File: src/rtl/strv32i_pkg.sv
// Shared definitions for the RV32I front end: fetch FSM states,
// pc_unit mux select codes and the boot address.
package strv32i_pkg;

  typedef enum logic [2:0] {
    ST_BOOT = 3'd0,
    ST_REQ  = 3'd1,
    ST_WAIT = 3'd2,
    ST_HOLD = 3'd3,
    ST_ERR  = 3'd4
  } fetch_state_e;

  // pc_unit select: BOOT forces the boot address, NEXT takes pc+4 or the branch target.
  localparam logic [1:0]  PC_SRC_BOOT = 2'b00;
  localparam logic [1:0]  PC_SRC_NEXT = 2'b11;

  localparam logic [31:0] BOOT_ADDR   = 32'h0000_0000;

endpackage

File: src/rtl/ifetch_ctrl_if.sv
// Fetch bus: instruction-memory request channel plus the decode hand-off.
//
// Handshakes:
//   imem: imem_req_out is held with imem_addr_out stable until a cycle with
//         imem_gnt_in=1 accepts it; exactly one imem_rvalid_in pulse later
//         returns imem_rdata_in for that request.
//   decode: a word transfers in a cycle where instr_valid_out && instr_ready_in;
//         while valid is high and ready low, instr_out/instr_pc_out hold stable.
interface ifetch_ctrl_if;
  logic        imem_req_out;
  logic [31:0] imem_addr_out;
  logic        imem_gnt_in;
  logic        imem_rvalid_in;
  logic [31:0] imem_rdata_in;
  logic        instr_valid_out;
  logic [31:0] instr_out;
  logic [31:0] instr_pc_out;
  logic        instr_ready_in;

  // Fetch controller side.
  modport master (
    output imem_req_out, imem_addr_out, instr_valid_out, instr_out, instr_pc_out,
    input  imem_gnt_in, imem_rvalid_in, imem_rdata_in, instr_ready_in
  );

  // Memory / decode side.
  modport slave (
    input  imem_req_out, imem_addr_out, instr_valid_out, instr_out, instr_pc_out,
    output imem_gnt_in, imem_rvalid_in, imem_rdata_in, instr_ready_in
  );
endinterface

File: src/rtl/fetch_timeout_cnt.sv
// Clear/enable wait counter with a terminal-count flag at MAX_WAIT.
// Saturates at the terminal value so the flag stays asserted.
module fetch_timeout_cnt #(
  parameter int unsigned MAX_WAIT = 15
) (
  input  logic       clk,
  input  logic       rst,
  input  logic       clr,
  input  logic       en,
  output logic [7:0] cnt,
  output logic       tc
);

  localparam logic [7:0] TC_VAL = 8'(MAX_WAIT);

  assign tc = (cnt == TC_VAL);

  // Count enabled cycles since the last clear, holding at the terminal value.
  always_ff @(posedge clk or posedge rst) begin
    if (rst) begin
      cnt <= 8'd0;
    end else if (clr) begin
      cnt <= 8'd0;
    end else if (en && !tc) begin
      cnt <= cnt + 8'd1;
    end
  end

endmodule

File: src/rtl/ifetch_ctrl.sv
// Instruction-fetch sequencer: owns the architectural PC, issues one imem
// request at a time, presents fetched words to decode and absorbs execute
// redirects by discarding wrong-path fetches. A memory timeout parks the
// block in a sticky error state until reset.
module ifetch_ctrl
  import strv32i_pkg::*;
#(
  parameter int unsigned MAX_WAIT = 15
) (
  input  logic                clk_in,
  input  logic                rst_in,
  output logic [1:0]          pc_src_out,
  output logic [31:0]         pc_out,
  input  logic [31:0]         pc_mux_in,
  input  logic                branch_take_in,
  output logic                fetch_err_out,
  ifetch_ctrl_if.master       bus,
  output fetch_state_e        fetch_state,
  output logic [7:0]          wait_cnt
);

  fetch_state_e state, state_next;

  logic [31:0] pc_q;
  logic [31:0] instr_q;
  logic [31:0] instr_pc_q;
  logic        valid_q;
  logic        redirect_pend;
  logic [31:0] redirect_pc;

  // Per-cycle datapath actions decided by the FSM.
  logic load_pc_mux;
  logic load_pc_redir;
  logic capture;
  logic clr_valid;
  logic set_pend;
  logic clr_pend;
  logic cnt_clr;
  logic cnt_en;
  logic cnt_tc;

  fetch_timeout_cnt #(.MAX_WAIT(MAX_WAIT)) u_timeout (
    .clk (clk_in),
    .rst (rst_in),
    .clr (cnt_clr),
    .en  (cnt_en),
    .cnt (wait_cnt),
    .tc  (cnt_tc)
  );

  // State register.
  always_ff @(posedge clk_in or posedge rst_in) begin
    if (rst_in) state <= ST_BOOT;
    else        state <= state_next;
  end

  // Next-state and datapath-action decode.
  always_comb begin
    state_next    = state;
    load_pc_mux   = 1'b0;
    load_pc_redir = 1'b0;
    capture       = 1'b0;
    clr_valid     = 1'b0;
    set_pend      = 1'b0;
    clr_pend      = 1'b0;
    cnt_clr       = 1'b0;
    cnt_en        = 1'b0;
    case (state)
      ST_BOOT: begin
        load_pc_mux = 1'b1;
        state_next  = ST_REQ;
      end
      ST_REQ: begin
        // A redirect here cannot cancel the request; remember it instead.
        if (branch_take_in) set_pend = 1'b1;
        if (bus.imem_gnt_in) begin
          cnt_clr    = 1'b1;
          state_next = ST_WAIT;
        end
      end
      ST_WAIT: begin
        cnt_en = 1'b1;
        if (bus.imem_rvalid_in) begin
          if (branch_take_in) begin
            // Newest redirect wins over any pending one.
            load_pc_mux = 1'b1;
            clr_pend    = 1'b1;
            state_next  = ST_REQ;
          end else if (redirect_pend) begin
            load_pc_redir = 1'b1;
            clr_pend      = 1'b1;
            state_next    = ST_REQ;
          end else begin
            capture     = 1'b1;
            load_pc_mux = 1'b1;
            state_next  = ST_HOLD;
          end
        end else begin
          if (branch_take_in) set_pend = 1'b1;
          if (cnt_tc) state_next = ST_ERR;
        end
      end
      ST_HOLD: begin
        if (branch_take_in) begin
          clr_valid   = 1'b1;
          load_pc_mux = 1'b1;
          state_next  = ST_REQ;
        end else if (bus.instr_ready_in) begin
          clr_valid  = 1'b1;
          state_next = ST_REQ;
        end
      end
      ST_ERR: begin
        state_next = ST_ERR;
      end
      default: begin
        state_next = ST_ERR;
      end
    endcase
  end

  // PC, decode output register and pending-redirect bookkeeping.
  always_ff @(posedge clk_in or posedge rst_in) begin
    if (rst_in) begin
      pc_q          <= BOOT_ADDR;
      instr_q       <= 32'd0;
      instr_pc_q    <= 32'd0;
      valid_q       <= 1'b0;
      redirect_pend <= 1'b0;
      redirect_pc   <= 32'd0;
    end else begin
      if (load_pc_mux)        pc_q <= pc_mux_in;
      else if (load_pc_redir) pc_q <= redirect_pc;

      if (capture) begin
        instr_q    <= bus.imem_rdata_in;
        instr_pc_q <= pc_q;
        valid_q    <= 1'b1;
      end else if (clr_valid) begin
        valid_q <= 1'b0;
      end

      if (clr_pend) begin
        redirect_pend <= 1'b0;
      end else if (set_pend) begin
        redirect_pend <= 1'b1;
        redirect_pc   <= pc_mux_in;
      end
    end
  end

  // All outputs come from registers or decoded state only.
  assign pc_out              = pc_q;
  assign pc_src_out          = (state == ST_BOOT) ? PC_SRC_BOOT : PC_SRC_NEXT;
  assign fetch_err_out       = (state == ST_ERR);
  assign fetch_state         = state;
  assign bus.imem_req_out    = (state == ST_REQ);
  assign bus.imem_addr_out   = pc_q;
  assign bus.instr_valid_out = valid_q;
  assign bus.instr_out       = instr_q;
  assign bus.instr_pc_out    = instr_pc_q;

endmodule

File: src/flat_wrapper.sv
// flat-port wrapper written by rule: the top's interface ports become plain ports
module ifetch_ctrl_flat import strv32i_pkg::*;
#(
  parameter int unsigned MAX_WAIT = 15
)
  (clk_in, rst_in, pc_src_out, pc_out, pc_mux_in, branch_take_in, fetch_err_out, fetch_state, wait_cnt, bus_imem_req_out, bus_imem_addr_out, bus_instr_valid_out, bus_instr_out, bus_instr_pc_out, bus_imem_gnt_in, bus_imem_rvalid_in, bus_imem_rdata_in, bus_instr_ready_in);
  ifetch_ctrl_if bus_i ();
  input  logic clk_in;
  input  logic rst_in;
  output logic [1:0] pc_src_out;
  output logic [31:0] pc_out;
  input  logic [31:0] pc_mux_in;
  input  logic branch_take_in;
  output logic fetch_err_out;
  output fetch_state_e fetch_state;
  output logic [7:0] wait_cnt;
  output wire logic [$bits(bus_i.imem_req_out)-1:0] bus_imem_req_out;
  output wire logic [$bits(bus_i.imem_addr_out)-1:0] bus_imem_addr_out;
  output wire logic [$bits(bus_i.instr_valid_out)-1:0] bus_instr_valid_out;
  output wire logic [$bits(bus_i.instr_out)-1:0] bus_instr_out;
  output wire logic [$bits(bus_i.instr_pc_out)-1:0] bus_instr_pc_out;
  input wire logic [$bits(bus_i.imem_gnt_in)-1:0] bus_imem_gnt_in;
  input wire logic [$bits(bus_i.imem_rvalid_in)-1:0] bus_imem_rvalid_in;
  input wire logic [$bits(bus_i.imem_rdata_in)-1:0] bus_imem_rdata_in;
  input wire logic [$bits(bus_i.instr_ready_in)-1:0] bus_instr_ready_in;
  assign bus_imem_req_out = bus_i.imem_req_out;
  assign bus_imem_addr_out = bus_i.imem_addr_out;
  assign bus_instr_valid_out = bus_i.instr_valid_out;
  assign bus_instr_out = bus_i.instr_out;
  assign bus_instr_pc_out = bus_i.instr_pc_out;
  assign bus_i.imem_gnt_in = bus_imem_gnt_in;
  assign bus_i.imem_rvalid_in = bus_imem_rvalid_in;
  assign bus_i.imem_rdata_in = bus_imem_rdata_in;
  assign bus_i.instr_ready_in = bus_instr_ready_in;
  ifetch_ctrl #(.MAX_WAIT(MAX_WAIT)) u_core (.clk_in(clk_in), .rst_in(rst_in), .pc_src_out(pc_src_out), .pc_out(pc_out), .pc_mux_in(pc_mux_in), .branch_take_in(branch_take_in), .fetch_err_out(fetch_err_out), .bus(bus_i), .fetch_state(fetch_state), .wait_cnt(wait_cnt));
endmodule
File: config.mk
export PLATFORM = sky130hd
export DESIGN_NAME = ifetch_ctrl_flat
export DESIGN_NICKNAME = d
export VERILOG_FILES = /design/src/rtl/strv32i_pkg.sv /design/src/rtl/ifetch_ctrl_if.sv /design/src/rtl/fetch_timeout_cnt.sv /design/src/rtl/ifetch_ctrl.sv /design/src/flat_wrapper.sv
export SDC_FILE = /design/constraint.sdc
export NUM_CORES = 1
export LEC_CHECK = 0
export CORE_MARGIN = 2
export CORE_UTILIZATION = 41
export CTS_BUF_LIST = sky130_fd_sc_hd__clkbuf_4 sky130_fd_sc_hd__clkbuf_8 sky130_fd_sc_hd__clkbuf_16
export DETAILED_ROUTE_END_ITERATION = 10
export GPL_ROUTABILITY_DRIVEN = 0
export PLACE_DENSITY_LB_ADDON = 0.05
export SYNTH_ARGS = -nofsm -noshare
export SYNTH_HDL_FRONTEND = slang
export SYNTH_SLANG_ARGS = --single-unit
File: constraint.sdc
create_clock -name clk_in -period 4.58 [get_ports clk_in]
set_input_delay 0.687 -clock clk_in [delete_from_list [all_inputs] [get_ports clk_in]]
set_output_delay 0.687 -clock clk_in [all_outputs]
set_load 0.03 [all_outputs]
==> impl_metrics.env, run 1 <==
export IMPL_powerDensity_nw_per_um2=755
export IMPL_die_area_sq_um=16500
export IMPL_synth_edff_count=0
export IMPL_cp_data_required_time_ps=4880
export IMPL_timing_final_crit_share_pct=66.7
export IMPL_routed_wl_um=13300
export IMPL_avgSynthCellArea_sq_um=15.0
export IMPL_fin_crit_ps=3060
export IMPL_drt_initial_drc_count=139
export IMPL_yosysWarnings=0
export IMPL_end_kind="register"
export IMPL_drt_pre_antenna_iters=4
export IMPL_post_cts_buffers=0
export IMPL_ys_types=36
export IMPL_cts_root_buf="clkbuf_16"
export IMPL_antenna_found_initial=0
export IMPL_area_delta_synth_final_pct=42.6
export IMPL_ctsResizeCount=0
export IMPL_critPathLaunchType="register"
export IMPL_core_sq_um=15100
export IMPL_dp_hpwl_um=9110
export IMPL_clkTransAtPathRegs_ps=60
export IMPL_drv_cap=0
export IMPL_ys_flop_type="dfrtp_1"
export IMPL_syn_nets=494
export IMPL_drc=0
export IMPL_vias_per_cell=4.98
export IMPL_relSlewSlack_pct=23.3
export IMPL_synth_area_sq_um=6330
export IMPL_leakagePower_uw=0.00420
export IMPL_finalPower_uw=6820
export IMPL_ys_ff_latch=141
export IMPL_dp_worst_setup_slack_ps=1210
export IMPL_die_w_um=128
export IMPL_ys_seq_area_share_pct=55.7
export IMPL_outcome="complete, no violations"
export IMPL_wl_per_cell_um=16.5
export IMPL_synth_cells=423
export IMPL_clock_sinks=141
export IMPL_rrSetupSlack_ps=1520
export IMPL_mostFrequentLayoutCell="clkdlybuf4s50_1"
export IMPL_finalSetupTns_ps=0
export IMPL_arrival_ps=3360
export IMPL_grt_pass1_wl_um=21100
export IMPL_async_flop_share_pct=100
export IMPL_n_antenna_cell=0
export IMPL_peakVddDrop_v=0.000391
export IMPL_rows=45
export IMPL_cp_max_fo=32
export IMPL_crit_type="register to register"
export IMPL_cts_tree="yes"
export IMPL_final_nets=677
export IMPL_worst_slack_ps=1520
export IMPL_report_final_slew_viol_count=0
export IMPL_worst_hold_path_type="register to register"
export IMPL_rsz0062_at_grt="false"
export IMPL_portBuffers=213
export IMPL_worstMarginPinSlew_ps=1150
export IMPL_grt_max_degree=90
export IMPL_clock_path_buffers=2
export IMPL_grt_total_usage_pct=16.8
export IMPL_setup_violations=0
export IMPL_clock_skew_ps=5.12
export IMPL_max_freq_ghz=0.327
export IMPL_drive_gt1_share_pct=33.0
export IMPL_numCtsBuffers=17
export IMPL_h_tree_depth=4
export IMPL_die_h_um=128
export IMPL_initial_core_util_pct=41.8
export IMPL_final_cell_mix="213 x clkdlybuf4s50_1, 141 x dfrtp_1, 101 x mux2_2"
export IMPL_overflow=0
export IMPL_dr_total_vias=4017
export IMPL_clk_insertion_delay_late_ps=420
export IMPL_hold_viol_final=0
export IMPL_pin_count=214
export IMPL_ctsHoldBuffers=0
export IMPL_postRouteAntennaNets=0
export IMPL_grt_pass1_vias=3990
[state kept, by name, indices dropped and copies added, names as in the netlist]
name / cells
u_core.bus.instr_valid_out: 1
u_core.bus.instr_out: 32
u_core.bus.imem_addr_out: 32
u_core.redirect_pend: 1
u_core.redirect_pc: 32
u_core.fetch_state: 3
u_core.u_timeout.cnt: 8
u_core.bus.instr_pc_out: 32
[cell usage after synthesis (2+ instances only)]
library cell,instances,share of area [%]
a21o_1,2,0.24
a21oi_1,5,0.40
and3_1,2,0.20
buf_2,4,0.32
buf_4,33,3.9
buf_6,4,0.71
clkbuf_1,12,0.71
dfrtp_1,141,56
inv_1,4,0.24
mux2_2,101,18
mux2_4,60,14
mux2i_1,4,0.63
nand2_1,14,0.83
nand2b_1,2,0.20
nor2_1,6,0.36
nor2b_1,3,0.30
o21ai_0,2,0.16
o22ai_1,2,0.20
o31ai_1,2,0.24
or4_1,3,0.36
xnor2_1,2,0.28
[worst max-delay path, cell delays in order (launching register included)]
cell	delay (ps)
dfrtp_1	620
or3b_4	460
or4_2	1110
mux2_4	490
mux2_4	260
[layer usage]
metal	up-vias	global-route usage, %	share of wire (%)
met5	-	0	0
met4	0	6.72	1.7
met3	16	5.68	6.9
met2	140	27.1	49
met1	2024	20.7	42
li1	1837	-	-
[metrics by stage]
stage	util, %	hold slack [ps]	std cells	instance area (sq um)
finish	59.6	500	807	9030
detailed placement	55.4	493	775	8390
CTS	59.6	506	807	9030
floorplan	-	475	423	6330
global placement	55.4	484	775	8390
global route	59.6	512	807	9030
[kinds of logic after synthesis]
kind of cell               after synthesis  share of synthesized area, %
AOI/OAI and AO/OA                       18                          1.88
xor gates and xnor gates                 2                         0.277
muxes                                  165                          32.8
and+or+nand+nor                         39                          3.22
adders and majority gates                1                         0.198
buffers and inverters                   57                          5.89
DFF                                    141                          55.7
[area by class of cell]
cell class                      count  area [sq um]
Fill cell                        1196          6110
Sequential cell                   141          3530
Multi-Input combinational cell    225          2450
Timing Repair Buffer              217          2160
Clock buffer                       21           474
Tap cell                          188           235
Clock inverter                     11           164
Inverter                            4          20.0
[power by group]
group          internal (uW)  switching [uW]
clock                    957             516
combinational           1630            1580
sequential              1750             386
total                   4340            2480
[final timing paths]
kind / end / cells past startpoint / start
setup / recovery: u_core.bus.imem_addr_out[24] / 4 / u_core.fetch_state[1]
hold / removal: u_core.bus.instr_out[26] / 1 / u_core.bus.instr_out[26]
setup reg to reg: u_core.bus.imem_addr_out[24] / 4 / u_core.fetch_state[1]
hold reg to reg: u_core.bus.instr_out[26] / 1 / u_core.bus.instr_out[26]
max in group asynchronous: u_core.redirect_pc[2] / 3 / rst_in
min in group asynchronous: u_core.bus.instr_pc_out[14] / 2 / rst_in
Power figures use the tool's default switching activity.
==> run 2: changes to the inputs <==
Settings changed: CORE_UTILIZATION 41 to 46.
Clock period 4.58 ns to 3.1 ns, I/O delays scaled along.
==> impl_metrics.env, run 2 (synthesis results as in run 1) <==
export IMPL_outcome="complete, no violations"
export IMPL_p_sw_uw=3640
export IMPL_top_layer="met4"
export IMPL_cts_tree="yes"
export IMPL_ctsHoldBuffers=0
export IMPL_setup_violations=0
export IMPL_dr_total_vias=4018
export IMPL_wl_met2_um=6450
export IMPL_wl_per_cell_um=16.5
export IMPL_ctsResizeCount=0
export IMPL_ff_latch_area_sq_um=3530
export IMPL_drt_pre_antenna_iters=4
export IMPL_grt_pass1_vias=4084
export IMPL_fin_crit_ps=2540
export IMPL_hold_ws_ps=330
export IMPL_cts_root_buf="clkbuf_16"
export IMPL_leakagePower_uw=0.00423
export IMPL_antenna_found_initial=0
export IMPL_die_h_um=121
export IMPL_final_area_sq_um=9070
export IMPL_sw_frac_of_total_pct=36.0
export IMPL_critPathMaxStageDelay_ps=600
export IMPL_numCtsBuffers=17
export IMPL_drc=0
export IMPL_final_nets=678
export IMPL_clkTransAtPathRegs_ps=50
export IMPL_rsz0062_at_grt="false"
export IMPL_clock_path_buffers=2
export IMPL_end_kind="register"
export IMPL_h_tree_depth=4
export IMPL_area_delta_synth_final_pct=43.2
export IMPL_cp_slowest_cell="or4_2"
export IMPL_pin_count=214
export IMPL_final_util_pct=67.9
export IMPL_cp_buffers_inverters=1
export IMPL_powerDensity_nw_per_um2=1110
export IMPL_n_antenna_cell=0
export IMPL_final_cell_mix="213 x clkdlybuf4s50_1, 141 x dfrtp_1, 101 x mux2_2"
export IMPL_timing_final_crit_share_pct=81.8
export IMPL_finalSetupTns_ps=0
export IMPL_overflow=0
export IMPL_grt_max_degree=68
export IMPL_clock_skew_ps=7.83
export IMPL_drive_gt1_share_pct=33.1
export IMPL_seqPwrFrac_pct=31.2
export IMPL_cp_max_fo=32
export IMPL_post_cts_buffers=0
export IMPL_placed_area_sq_um=8430
export IMPL_die_area_sq_um=14700
export IMPL_initial_core_util_pct=47.4
export IMPL_met3RoutedLength_um=976
export IMPL_grt_total_usage_pct=18.7
export IMPL_die_w_um=121
export IMPL_arrival_ps=2830
export IMPL_cp_top_family="simple AND/OR/NAND/NOR gates"
export IMPL_wl_met1_um=5480
export IMPL_core_sq_um=13300
export IMPL_rows=42
export IMPL_crit_chain="or3b_4, or4_2, buf_12, mux2_4, mux2_4"
export IMPL_drt_initial_drc_count=146
export IMPL_cp_data_required_time_ps=3400
export IMPL_p_int_uw=6450
export IMPL_clock_sinks=141
export IMPL_dp_hpwl_um=8880
export IMPL_grt_pass1_wl_um=21000
export IMPL_relSlewSlack_pct=23.4
export IMPL_hold_viol_final=0
export IMPL_drv_cap=0
export IMPL_cpMostUsedCell="mux2_4"
export IMPL_postRouteAntennaNets=0
export IMPL_worstMarginPinSlew_ps=1150
export IMPL_portBuffers=213
export IMPL_clk_insertion_delay_late_ps=420
export IMPL_p_comb_share_pct=47.4
export IMPL_critPathLaunchType="register"
export IMPL_fill_cells=987
export IMPL_worst_hold_path_type="input pin to async pin"
export IMPL_max_freq_ghz=0.394
export IMPL_peakVddDrop_v=0.000600
export IMPL_vias_per_cell=5.05
export IMPL_crit_type="register to register"
export IMPL_multiInputGateArea_sq_um=2450
export IMPL_routed_wl_um=13200
export IMPL_pwr_share_clk_pct=21.5
export IMPL_report_final_slew_viol_count=0
export IMPL_mostFrequentLayoutCell="clkdlybuf4s50_1"
-- run 2: layout make-up --
| type | instances | area share, % |
|---|---|---|
| tap | 176 | 2.43 |
| clock inverter | 7 | 1.49 |
| multi-input combinational | 225 | 27.0 |
| sequential | 141 | 38.9 |
| timing repair buffer | 218 | 24.5 |
| inverter | 4 | 0.207 |
| clock buffer | 25 | 5.49 |
-- run 2: layer usage --
layer,vias to the layer above,track usage (%)
met4,0,8.05
met3,23,5.97
met1,2014,23.2
met2,149,29.9
li1,1832,-
met5,-,0
-- run 2: through the flow --
| stage | total power [uW] | setup WS, ps | std cells |
|---|---|---|---|
| after floorplan | 6350 | 706 | 423 |
| after global placement | 7880 | 435 | 764 |
| after detailed placement | 8000 | 406 | 764 |
| after CTS | 10200 | 574 | 796 |
| after global routing | 10600 | 500 | 796 |
| final | 10100 | 565 | 796 |
-- run 2: power by group through the flow --
stage | Combinational, uW | Sequential, uW | Clock, uW
final | 4780 | 3150 | 2170
after global routing | 5010 | 3270 | 2300
after CTS | 4830 | 3160 | 2210
after detailed placement | 4820 | 3180 | 0
after global placement | 4750 | 3130 | 0
after floorplan | 2250 | 4100 | 0
-- run 2: worst paths after layout --
path | startpoint | end | slack (ps) | depth (start not counted)
max in group asynchronous | rst_in | u_core.bus.instr_pc_out[24] | 2150 | 3
min reg2reg | u_core.bus.instr_pc_out[2] | u_core.bus.instr_pc_out[2] | 500 | 1
max reg2reg | u_core.fetch_state[0] | u_core.bus.imem_addr_out[13] | 560 | 5
max | u_core.fetch_state[0] | u_core.bus.imem_addr_out[13] | 560 | 5
min | rst_in | u_core.bus.instr_out[27] | 330 | 2
min in group clk_in | u_core.bus.instr_pc_out[2] | u_core.bus.instr_pc_out[2] | 500 | 1
==> run 3: changes to the inputs <==
Settings changed: CORE_UTILIZATION 46 to 41.
Clock period 3.1 ns to 2.2 ns, I/O delays scaled along.
==> impl_metrics.env, run 3 (synthesis results as in run 1) <==
export IMPL_max_freq_ghz=0.464
export IMPL_initial_core_util_pct=41.8
export IMPL_multiInputGateArea_sq_um=2450
export IMPL_leakagePower_uw=0.00428
export IMPL_drv_cap=0
export IMPL_core_sq_um=15100
export IMPL_cts_root_buf="clkbuf_16"
export IMPL_pin_count=214
export IMPL_n_antenna_cell=0
export IMPL_numCtsBuffers=17
export IMPL_grt_total_usage_pct=17.2
export IMPL_fin_crit_ps=2150
export IMPL_clock_skew_ps=6.83
export IMPL_crit_type="register to register"
export IMPL_drt_initial_drc_count=150
export IMPL_clk_insertion_delay_late_ps=410
export IMPL_timing_final_crit_share_pct=97.9
export IMPL_finalSetupTns_ps=0
export IMPL_busiest_layer="met2"
export IMPL_arrival_ps=2450
export IMPL_drive_gt1_share_pct=34.2
export IMPL_dp_worst_setup_slack_ps=-291
export IMPL_grt_pass1_wl_um=21700
export IMPL_vias_per_cell=4.95
export IMPL_area_delta_synth_final_pct=44.9
export IMPL_fin_cells=817
export IMPL_critPathLaunchType="register"
export IMPL_cp_max_fo=16
export IMPL_drc=0
export IMPL_worst_hold_path_type="input pin to async pin"
export IMPL_hold_ws_ps=407
export IMPL_final_cell_mix="209 x clkdlybuf4s50_1, 140 x dfrtp_1, 101 x mux2_2"
export IMPL_die_w_um=128
export IMPL_use_met2_pct=27.3
export IMPL_relSlewSlack_pct=58.6
export IMPL_clock_path_buffers=2
export IMPL_report_final_slew_viol_count=0
export IMPL_grtUsageMet3_pct=5.01
export IMPL_wl_per_cell_um=16.6
export IMPL_rsz0062_at_grt="true"
export IMPL_antenna_found_initial=0
export IMPL_grt_pass1_vias=4205
export IMPL_routed_wl_um=13600
export IMPL_grt_max_degree=92
export IMPL_portBuffers=213
export IMPL_cp_data_required_time_ps=2490
export IMPL_final_nets=689
export IMPL_placed_cells=786
export IMPL_mostFrequentLayoutCell="clkdlybuf4s50_1"
export IMPL_h_tree_depth=4
export IMPL_die_h_um=128
export IMPL_final_util_pct=60.6
export IMPL_hold_viol_final=0
export IMPL_dr_total_vias=4044
export IMPL_grt_use_met1_pct=22.3
export IMPL_worst_slack_ps=46.9
export IMPL_dp_hpwl_um=9320
export IMPL_clock_sinks=141
export IMPL_overflow=0
export IMPL_powerDensity_nw_per_um2=1530
export IMPL_peakVddDrop_v=0.000713
export IMPL_die_area_sq_um=16500
export IMPL_postRouteAntennaNets=0
export IMPL_worstMarginPinSlew_ps=620
export IMPL_rows=45
export IMPL_fill_cells=1192
export IMPL_drt_pre_antenna_iters=4
export IMPL_setup_violations=0
export IMPL_outcome="complete, no violations"
export IMPL_clkTransAtPathRegs_ps=60
export IMPL_cts_tree="yes"
export IMPL_end_kind="register"
export IMPL_ff_latch_area_sq_um=3530
## run 3: routing by layer
metal | up-vias | wire length, um | share of wire [%]
li1 | 1848 | - | -
met1 | 2038 | 5940 | 44
met2 | 138 | 6570 | 48
met3 | 20 | 819 | 6.0
met4 | 0 | 259 | 1.9
met5 | - | 0 | 0
## run 3: timing repair
action / in CTS / in global routing
endpoints found under the setup margin: 36 / 1
cloned: 1 / 0
resized for setup: 6 / 0
buffers inserted: 0 / 0
hold buffers: 0 / 0
## run 3: stage by stage
step / area, sq um / power, uW
after floorplan: 6340 / 8950
after global placement: 8560 / 11200
after detailed placement: 8560 / 11400
after CTS: 9170 / 14200
after global routing: 9170 / 14700
final: 9170 / 14000
## run 3: power by group
part / switching [uW] / internal (uW)
Sequential: 751 / 3650
Clock: 1020 / 1760
Combinational: 3350 / 3460
## run 3: cell type report
cell class	count	area share [%]
Timing Repair Buffer	229	25.7
Sequential cell	141	38.5
Clock buffer	25	5.77
Inverter	4	0.205
Multi-Input combinational cell	225	26.7
Tap cell	188	2.56
Clock inverter	5	0.600
## run 3: final timing paths
check,endpoint,depth (start not counted),slack [ps],from
hold / removal,u_core.bus.instr_pc_out[29],3,410,rst_in
max in group asynchronous,u_core.bus.instr_out[18],3,1270,rst_in
min in group clk_in,u_core.bus.instr_out[25],1,500,u_core.bus.instr_out[25]
setup reg to reg,u_core.bus.imem_addr_out[8],5,50,u_core.fetch_state[0]
setup / recovery,u_core.bus.imem_addr_out[8],5,50,u_core.fetch_state[0]
hold reg to reg,u_core.bus.instr_out[25],1,500,u_core.bus.instr_out[25]
## run 3: critical path: stages, from the launching register on
cell     delay, ps
dfrtp_1        380
or3b_4         400
or4_4          490
buf_12         200
mux2_4         310
mux2_4         260
